## config.mk

```make
export PLATFORM = sky130hd
export DESIGN_NAME = core_run_sequencer
export DESIGN_NICKNAME = d
export VERILOG_FILES = /design/src/rtl/core_run_sequencer.sv
export SDC_FILE = /design/constraint.sdc
export NUM_CORES = 1
export LEC_CHECK = 0
export ABC_AREA = 1
export BUFFER_PORTS_ARGS = -buffer_cell sky130_fd_sc_hd__buf_2
export CAP_MARGIN = 20
export CORE_MARGIN = 3
export CORE_UTILIZATION = 40
export CTS_BUF_LIST = sky130_fd_sc_hd__clkbuf_8
export DETAILED_ROUTE_END_ITERATION = 16
export HOLD_SLACK_MARGIN = 0.08
export MAX_ROUTING_LAYER = met4
export PLACE_DENSITY_LB_ADDON = 0.2
export REMOVE_ABC_BUFFERS = 1
export SLEW_MARGIN = 20
export SYNTH_ARGS = -nofsm -noshare
export SYNTH_HDL_FRONTEND = slang
export SYNTH_SLANG_ARGS = --single-unit
```

## constraint.sdc

```tcl
create_clock -name clk_i -period 3.09 [get_ports clk_i]
set_input_delay 0.309 -clock clk_i [delete_from_list [all_inputs] [get_ports clk_i]]
set_output_delay 0.309 -clock clk_i [all_outputs]
set_load 0.01 [all_outputs]
```

## src/rtl/core_run_sequencer.sv

```systemverilog
`default_nettype none
// +----------------------------------------------------------------------------+
// | core_run_sequencer: streams a program image into imem, then runs the core  |
// | until ECALL/EBREAK, external stop or cycle timeout.  Rev 1.0               |
// +----------------------------------------------------------------------------+
module core_run_sequencer #(
    parameter int unsigned ADDR_W     = 8,
    parameter int unsigned CYC_W      = 32,
    parameter int unsigned MAX_CYCLES = 0
) (
    input  logic              clk_i,
    input  logic              rst_ni,
    input  logic              load_start_i,
    input  logic              run_start_i,
    input  logic              run_stop_i,
    input  logic              ld_valid_i,
    output logic              ld_ready_o,
    input  logic [31:0]       ld_data_i,
    input  logic              ld_last_i,
    output logic              imem_we_o,
    output logic [ADDR_W-1:0] imem_addr_o,
    output logic [31:0]       imem_wdata_o,
    output logic              core_rst_o,
    input  logic [31:0]       core_pc_i,
    input  logic [31:0]       core_instr_i,
    output logic [CYC_W-1:0]  cycle_count_o,
    output logic [31:0]       halt_pc_o,
    output logic              halted_o,
    output logic              timeout_o,
    output logic              load_ovf_o
);
    localparam logic [ADDR_W-1:0] PTR_LAST     = {ADDR_W{1'b1}};
    localparam logic [CYC_W-1:0]  CNT_MAX      = {CYC_W{1'b1}};
    localparam bit                TMO_EN       = (MAX_CYCLES != 0);
    // Count value seen during the final permitted run cycle; meaningless when disabled.
    localparam logic [CYC_W-1:0]  TMO_AT       = CYC_W'(MAX_CYCLES - 1);
    localparam logic [31:0]       INSTR_ECALL  = 32'h0000_0073;
    localparam logic [31:0]       INSTR_EBREAK = 32'h0010_0073;

    typedef enum logic [1:0] {
        ST_IDLE = 2'd0,
        ST_LOAD = 2'd1,
        ST_RUN  = 2'd2,
        ST_HALT = 2'd3
    } state_e;

    state_e             state_q, state_d;
    logic [ADDR_W-1:0]  wr_ptr_q, wr_ptr_d;
    logic [CYC_W-1:0]   cyc_q, cyc_d;
    logic [31:0]        halt_pc_q, halt_pc_d;
    logic               core_rst_q, core_rst_d;
    logic               halted_q, halted_d;
    logic               timeout_q, timeout_d;
    logic               load_ovf_q, load_ovf_d;
    logic               ld_accept;
    logic               tmo_hit;
    logic               halt_req;

    always_comb begin
        ld_accept  = (state_q == ST_LOAD) && ld_valid_i;
        tmo_hit    = TMO_EN && (cyc_q == TMO_AT);
        halt_req   = (core_instr_i == INSTR_ECALL) || (core_instr_i == INSTR_EBREAK)
                     || run_stop_i || tmo_hit;

        state_d    = state_q;
        wr_ptr_d   = wr_ptr_q;
        cyc_d      = cyc_q;
        halt_pc_d  = halt_pc_q;
        core_rst_d = core_rst_q;
        halted_d   = halted_q;
        timeout_d  = timeout_q;
        load_ovf_d = load_ovf_q;

        case (state_q)
            ST_IDLE, ST_HALT: begin
                if (load_start_i) begin
                    state_d    = ST_LOAD;
                    wr_ptr_d   = '0;
                    cyc_d      = '0;
                    halt_pc_d  = '0;
                    halted_d   = 1'b0;
                    timeout_d  = 1'b0;
                    load_ovf_d = 1'b0;
                end else if (run_start_i) begin
                    state_d    = ST_RUN;
                    core_rst_d = 1'b0;
                    cyc_d      = '0;
                    halted_d   = 1'b0;
                    timeout_d  = 1'b0;
                end
            end
            ST_LOAD: begin
                if (ld_accept) begin
                    // The pointer parks on the last word rather than wrapping.
                    if (wr_ptr_q != PTR_LAST) begin
                        wr_ptr_d = wr_ptr_q + ADDR_W'(1);
                    end
                    if (ld_last_i) begin
                        state_d    = ST_RUN;
                        core_rst_d = 1'b0;
                    end else if (wr_ptr_q == PTR_LAST) begin
                        state_d    = ST_RUN;
                        core_rst_d = 1'b0;
                        load_ovf_d = 1'b1;
                    end
                end
            end
            ST_RUN: begin
                if (cyc_q != CNT_MAX) begin
                    cyc_d = cyc_q + CYC_W'(1);
                end
                if (halt_req) begin
                    state_d    = ST_HALT;
                    halt_pc_d  = core_pc_i;
                    core_rst_d = 1'b1;
                    halted_d   = 1'b1;
                    timeout_d  = tmo_hit;
                end
            end
            default: begin
                state_d    = ST_IDLE;
                core_rst_d = 1'b1;
            end
        endcase
    end

    always_ff @(posedge clk_i or negedge rst_ni) begin
        if (!rst_ni) begin
            state_q    <= ST_IDLE;
            wr_ptr_q   <= '0;
            cyc_q      <= '0;
            halt_pc_q  <= '0;
            core_rst_q <= 1'b1;
            halted_q   <= 1'b0;
            timeout_q  <= 1'b0;
            load_ovf_q <= 1'b0;
        end else begin
            state_q    <= state_d;
            wr_ptr_q   <= wr_ptr_d;
            cyc_q      <= cyc_d;
            halt_pc_q  <= halt_pc_d;
            core_rst_q <= core_rst_d;
            halted_q   <= halted_d;
            timeout_q  <= timeout_d;
            load_ovf_q <= load_ovf_d;
        end
    end

    assign ld_ready_o    = (state_q == ST_LOAD);
    assign imem_we_o     = ld_accept;
    assign imem_addr_o   = wr_ptr_q;
    assign imem_wdata_o  = ld_data_i;
    assign core_rst_o    = core_rst_q;
    assign cycle_count_o = cyc_q;
    assign halt_pc_o     = halt_pc_q;
    assign halted_o      = halted_q;
    assign timeout_o     = timeout_q;
    assign load_ovf_o    = load_ovf_q;

endmodule
`default_nettype wire
```

Yosys cells after proc, flatten, opt, wreduce, memory -nomap -nowiden
Index checks and enable logic that the tools add are counted.
W data, S select, Z words.
{ "classes": {"addsub": 2, "n_shift": 0, "n_div": 0, "multipliers": 0, "reduce_logical": 14, "n_eq_ne": 19, "order_cmp": 0, "mux": 34, "n_bitwise": 0} }
{ "ops": {"columns": ["cell", "n"], "rows": [
  ["$mux W32", 5],
  ["$pmux W32 S2", 2],
  ["$add A32 B1 Y32 const B", 1],
  ["$eq A32 B21 Y1 const B", 1],
  ["$eq A32 B7 Y1 const B", 1],
  ["$ne A32 B32 Y1 const B", 1],
  ["$mux W8", 3],
  ["$pmux W8 S2", 1],
  ["$mux W1", 12],
  ["$mux W2", 6],
  ["$ne A2 B2 Y1 const B", 6],
  ["$reduce_and A5 Y1", 2],
  ["$reduce_and A3 Y1", 3],
  ["$add A8 B1 Y8 const B", 1],
  ["$eq A8 B8 Y1 const B", 1],
  ["$ne A8 B8 Y1 const B", 1],
  ["$reduce_and A4 Y1", 2],
  ["$ne A2 B1 Y1 const B", 3],
  ["$pmux W1 S2", 3],
  ["$pmux W2 S3", 1],
  ["$eq A2 B2 Y1 const B", 2],
  ["$reduce_bool A2 Y1", 2],
  ["$ne A3 B1 Y1 const B", 1],
  ["$ne A3 B3 Y1 const B", 1],
  ["6 further kinds", 7]
]} }
{ "totals": {"input_bits": 103, "latch_bits": 0, "memories": 0, "reg_bits": 78, "elab_cells": 77, "mem_bits_rw": 0, "romBits": 0} }

Logic depth before layout (Yosys ltp)
{ "logic_depth": {"word_depth": 5, "mapped_depth": 12, "mapped_depth_nobuf": 10} }

Least setup slack after synthesis
Ideal clock, no wire load.
{ "synth_timing": {"kind": "reg-to-reg", "start": "register cyc_q[0] (netlist: cycle_count_o[0])", "end": "register cyc_q[0] (netlist: cycle_count_o[0])", "path_stages_with_launch": 12, "required_time_ns": 3.016, "path_buffers": 2, "arrival_time_ns": 1.755, "slack_ns": 1.261, "setup_time_ns": 0.074, "path_cell_list": "dfrtp_1 > ha_1 > inv_2 > nor2_4 > nand2_4 > nor2_4 > nand3b_4 > nand2_4 > buf_12 > buf_6 > nand2_1 > o21ai_2"} }
{ "synth_between": {"elab_chain_len": 3, "word_cells_on_any_way": 6, "cone_classes": "add/sub: 1; eq/ne: 2; mux: 2; reduce/logical: 1"} }
{ "synth_rtl": {"columns": ["item", "line_no", "text"], "rows": [
  ["from (decl)", "49", "logic [CYC_W-1:0] cyc_q, cyc_d;"],
  ["from (signal assigned)", "140", "cyc_q <= cyc_d;"],
  ["$add A32 B1 Y32 or $ne A32 B32 Y1 (tied branches)", "110, 109", null],
  ["$mux W32 or $ne A2 B2 Y1 (tied branches)", null, null],
  ["$pmux W32 S2 or $reduce_and A3 Y1 (tied branches)", null, null]
]} }
Several ways; a longest one is shown, not always the timed one. The select of a mux whose other input is x is not followed.
A chain may end at the register's enable or synchronous reset.

Worst setup path in the final report
{ "layout_timing": {"start": "register state_q[0]", "end": "register cyc_q[27] (netlist: cycle_count_o[27])"} }
{ "layout_between": {"elab_chain_len": 4, "word_cells_on_any_way": 9, "cone_classes": "eq/ne: 4; mux: 1; reduce/logical: 4"} }
{ "layout_rtl": {"columns": ["item", "line_no", "text"], "rows": [
  ["from (decl)", "47", "state_e state_q, state_d;"],
  ["from (signal assigned)", "138", "state_q <= state_d;"],
  ["$eq A2 B2 Y1 or $logic_not A2 Y1 (tied branches)", "74", "case (state_q)"],
  ["$reduce_or A2 Y1", "74", null],
  ["$ne A3 B3 Y1 (no source line) or $reduce_bool A2 Y1 (tied branches)", null, null],
  ["$reduce_and A3 Y1 (no source line)", null, null]
]} }
Several ways; a longest one is shown, not always the timed one.

==> run summary <==
Row cnt = 39
Largest delay contributor family on the critical path = simple AND/OR/NAND/NOR gates
Register clock-pin slew on the reported worst setup and hold paths = 80 ps
Violation count after the first detailed-routing iteration = 236
Clock root buffer = sky130_fd_sc_hd__clkbuf_8
Number of cells on the worst hold path = 3
# Max-Cap Violations = 0
Final number of setup-violating endpoints = 0
Worst Hold Path EP = halt_pc_o[19]
Slew HR = 48.8%
Number of buffers inserted by port buffering = 146
Fraction of layout cells with a size suffix above 1 = 27.4%
Type of the most critical hold path = primary input to flop
Placed Instances = 922
CTS tree = done
Pre-antenna DRT Iters = 4
Die Ht = 117 um
Cts-stage hold buffer count = 0
Area fraction of the dominant cell type after synthesis = 38.9%
Maximum clock skew at final layout = 4.96 ps
Startpoint Class = flop
Crit path buffers/inverters = 3
# fillers = 1199
Drc violations = 0
Switching Power = 1.72 mW
Slew at the pin closest to its max-slew limit = 763 ps
Final weighted congestion in routability-driven placement = 0.890
Fraction of power consumed by sequential logic = 34.2%
Wire length of the first global-routing pass = 21200 um
Sequential share of the synthesized area = 39.4%
Run status = completed
Overall via count from detail_route = 4541
Cell with the largest stage delay on the worst path = sky130_fd_sc_hd__dfrtp_1
Leftover overflow at the end of global routing = 0
Diode count = 0
Pin count of the biggest net entering global routing = 78
Period utilization = 77.5%
Wirelength per Cell = 14.4 um
Fin nets = 899
Post-CTS setup buffers = 0
Number of clock sinks = 77
Data arrival at the endpoint of the critical path = 2680 ps
Clock group share of total power = 20.4%
Cell type with the largest total area after synthesis = sky130_fd_sc_hd__dfrtp_1
Finished Core Util = 48.2%
Biggest fanout along the worst timing path = 30
Peak Freq = 418 MHz
Area enclosed by the die boundary = 13600 um2
Number of flip-flops and latches in the synthesized netlist = 77
Number of antenna violations at the first check in global routing = 0
Data required, critical path = 3380 ps
Area of the mapped netlist = 4890 um2
Number of vias per cell after detailed routing = 4.84
Latest clock arrival within the worst-skew pair = 350 ps
Count of flip-flops with a built-in enable after synthesis = 0
Cells resized by post-CTS repair = 0
Global-route usage over all layers = 20.6%
Worst supply voltage drop on vdd = 477 uV
Power per standard cell area = 666 nW/um2
Post-DP HPWL = 10300 um
Area inside the core boundary = 11700 um2
Startpoint of the tightest hold check path = core_pc_i[19]
Internal power consumption = 2.04 mW
Cells along the critical path = inv_1 -> ha_2 -> inv_1 -> nor2_1 -> nand3_1 -> nand3b_4 -> nand2_4 -> buf_12 -> nand2_1 -> o21ai_2
Most area-consuming cells after synthesis = sky130_fd_sc_hd__dfrtp_1 39%, sky130_fd_sc_hd__nand2_1 18%, sky130_fd_sc_hd__nor2_1 6.0%
Largest stage delay on the critical path = 410 ps
Number of global-route vias before repair = 4161
Synth Instances = 684
Die width = 117 um
Max H-tree Level = 3
Layout Area Growth over Synthesis = 15.3%
Reg-to-reg critical path startpoint = state_q[0]
Number of endpoints with negative hold slack in the final report = 0
Final min period = 2390 ps
Clk buf depth = 2
Share of flip-flops with an asynchronous set or reset after synthesis = 100%
Boundary Pins = 213
Routed Antenna Nets = 0
Category of the critical setup timing path = flop to flop
Post-route non-filler standard cell count = 939
Reg-to-Reg End = cycle_count_o[27]
Worst-case reg-to-reg path depth = 10
Number of max-slew violations in the final report = 0
Post-Route Setup TNS = 0 ps
Register-to-register path setup slack = 700 ps
Starting Density = 41.8%
CTS Buf Count = 9
Power share of the combinational group = 45.4%
Distinct cell type count of the synthesized netlist = 32
Crit end category = flop
Setup repair after global routing missed its margin = no
Switching fraction of total power = 45.7%
Leak pwr = 2.87 nW
Most instantiated flip-flop cell in the synthesis netlist = sky130_fd_sc_hd__dfrtp_1
Crit-path most repeated cell = sky130_fd_sc_hd__inv_1
Mapped Avg Cell Area = 7.16 um2
Total wirelength of the detailed-routed design = 13600 um
Warnings, synthesis = 0
Number of cells on the critical path = 10
[cells in the final DEF (no fill, tap or decap)]
master	instances
sky130_fd_sc_hd__nand4_1	6
sky130_fd_sc_hd__o21a_1	1
sky130_fd_sc_hd__nand3_1	47
sky130_fd_sc_hd__dfstp_2	1
sky130_fd_sc_hd__or2_2	4
sky130_fd_sc_hd__o21ai_0	37
sky130_fd_sc_hd__nand2_1	234
sky130_fd_sc_hd__xnor2_1	3
sky130_fd_sc_hd__clkbuf_8	9
sky130_fd_sc_hd__o21ai_2	25
sky130_fd_sc_hd__nor2_4	2
sky130_fd_sc_hd__o21bai_1	6
sky130_fd_sc_hd__a21oi_1	6
sky130_fd_sc_hd__dfrtp_1	76
sky130_fd_sc_hd__inv_2	2
sky130_fd_sc_hd__dlygate4sd3_1	1
sky130_fd_sc_hd__nor2_1	78
sky130_fd_sc_hd__nand2_2	16
sky130_fd_sc_hd__xor2_1	5
sky130_fd_sc_hd__nand3b_1	2
sky130_fd_sc_hd__bufinv_16	1
sky130_fd_sc_hd__conb_1	1
sky130_fd_sc_hd__nand2_4	2
sky130_fd_sc_hd__nor2_2	1
sky130_fd_sc_hd__and2_1	2
sky130_fd_sc_hd__buf_2	145
sky130_fd_sc_hd__inv_1	63
sky130_fd_sc_hd__ha_1	4
sky130_fd_sc_hd__buf_6	1
sky130_fd_sc_hd__ha_2	1
sky130_fd_sc_hd__buf_4	2
sky130_fd_sc_hd__o21ai_1	5
sky130_fd_sc_hd__clkinvlp_4	3
sky130_fd_sc_hd__nor3_1	1
sky130_fd_sc_hd__nand3b_4	1
sky130_fd_sc_hd__clkinv_4	1
sky130_fd_sc_hd__buf_12	1
[sequential cells by signal, indices dropped and copies added (netlist names)]
| name | cells |
|---|---|
| state_q | 2 |
| imem_addr_o | 8 |
| core_rst_o | 1 |
| load_ovf_o | 1 |
| halt_pc_o | 32 |
| halted_o | 1 |
| cycle_count_o | 32 |
[cell usage after synthesis (all sizes together), types with 6 or more instances]
library cell    n
nand3          47
o21ai          67
buf            42
nor2           81
dfrtp          76
nand2         252
o21bai          6
nand4           6
clkbuf         12
a21oi           6
inv            63
[worst register-to-register path, delay by kind of cell, from the launching register on]
family | cells | cell delay, ps
AND/OR/NAND/NOR | 5 | 890
adder cells (fa/ha/maj) | 1 | 410
flip-flops | 1 | 410
AO/OA/AOI/OAI | 1 | 60
buffers and inverters | 3 | 550
[power by group through the flow]
| stage | combinational [mW] | sequential (mW) | clock (mW) |
|---|---|---|---|
| 2_1_floorplan | 1.05 | 1.36 | 0 |
| 3_3_place_gp | 1.70 | 1.30 | 0 |
| 3_5_place_dp | 1.74 | 1.30 | 0 |
| 4_1_cts | 1.75 | 1.29 | 0.794 |
| 5_1_grt | 1.94 | 1.31 | 0.833 |
| 6_report | 1.71 | 1.28 | 0.764 |
[cell families after synthesis]
family | share of synthesized area, %
and+or+nand+nor | 34.2
buffers and inverters | 13.2
AOI/OAI and AO/OA | 10.5
DFF | 39.4
xor gates and xnor gates | 1.43
adders and majority gates | 1.28
other | 0.0766
[per-stage QoR]
stage	hold slack (ps)	total power [mW]	setup slack (ps)	instance area, um2
floorplan	13.4	2.42	-276	4490
global placement	454	2.99	733	5440
detailed placement	458	3.05	653	5440
CTS	151	3.83	639	5630
global route	198	4.08	445	5640
finish	207	3.76	695	5640
[cell type report]
type / instances / area [um2] / area share (%)
Tap cell: 143 / 179 / 3.17
Sequential cell: 77 / 1930 / 34.2
Timing Repair Buffer: 150 / 782 / 13.9
Inverter: 63 / 236 / 4.19
Clock inverter: 7 / 68.8 / 1.22
Multi-Input combinational cell: 490 / 2320 / 41.2
Clock buffer: 9 / 124 / 2.20
[routing by layer]
metal / wire length (um) / vias to the layer above / global-route usage, %
li1: - / 2318 / -
met1: 6340 / 2043 / 26.9
met2: 5690 / 167 / 29.5
met3: 1340 / 13 / 8.19
met4: 185 / 0 / 6.19
met5: 0 / - / -
[worst max path at each step]
| stage | from | endpoint | slack, ps |
|---|---|---|---|
| after floorplan | state_q[0] | halt_pc_o[0] | -280 |
| after global placement | state_q[0] | cycle_count_o[25] | 730 |
| after detailed placement | state_q[0] | cycle_count_o[27] | 650 |
| after CTS | state_q[0] | cycle_count_o[27] | 640 |
| after global routing | state_q[0] | cycle_count_o[29] | 440 |
| final | state_q[0] | cycle_count_o[27] | 700 |
Note: power is estimated with default switching activity, not from simulation.
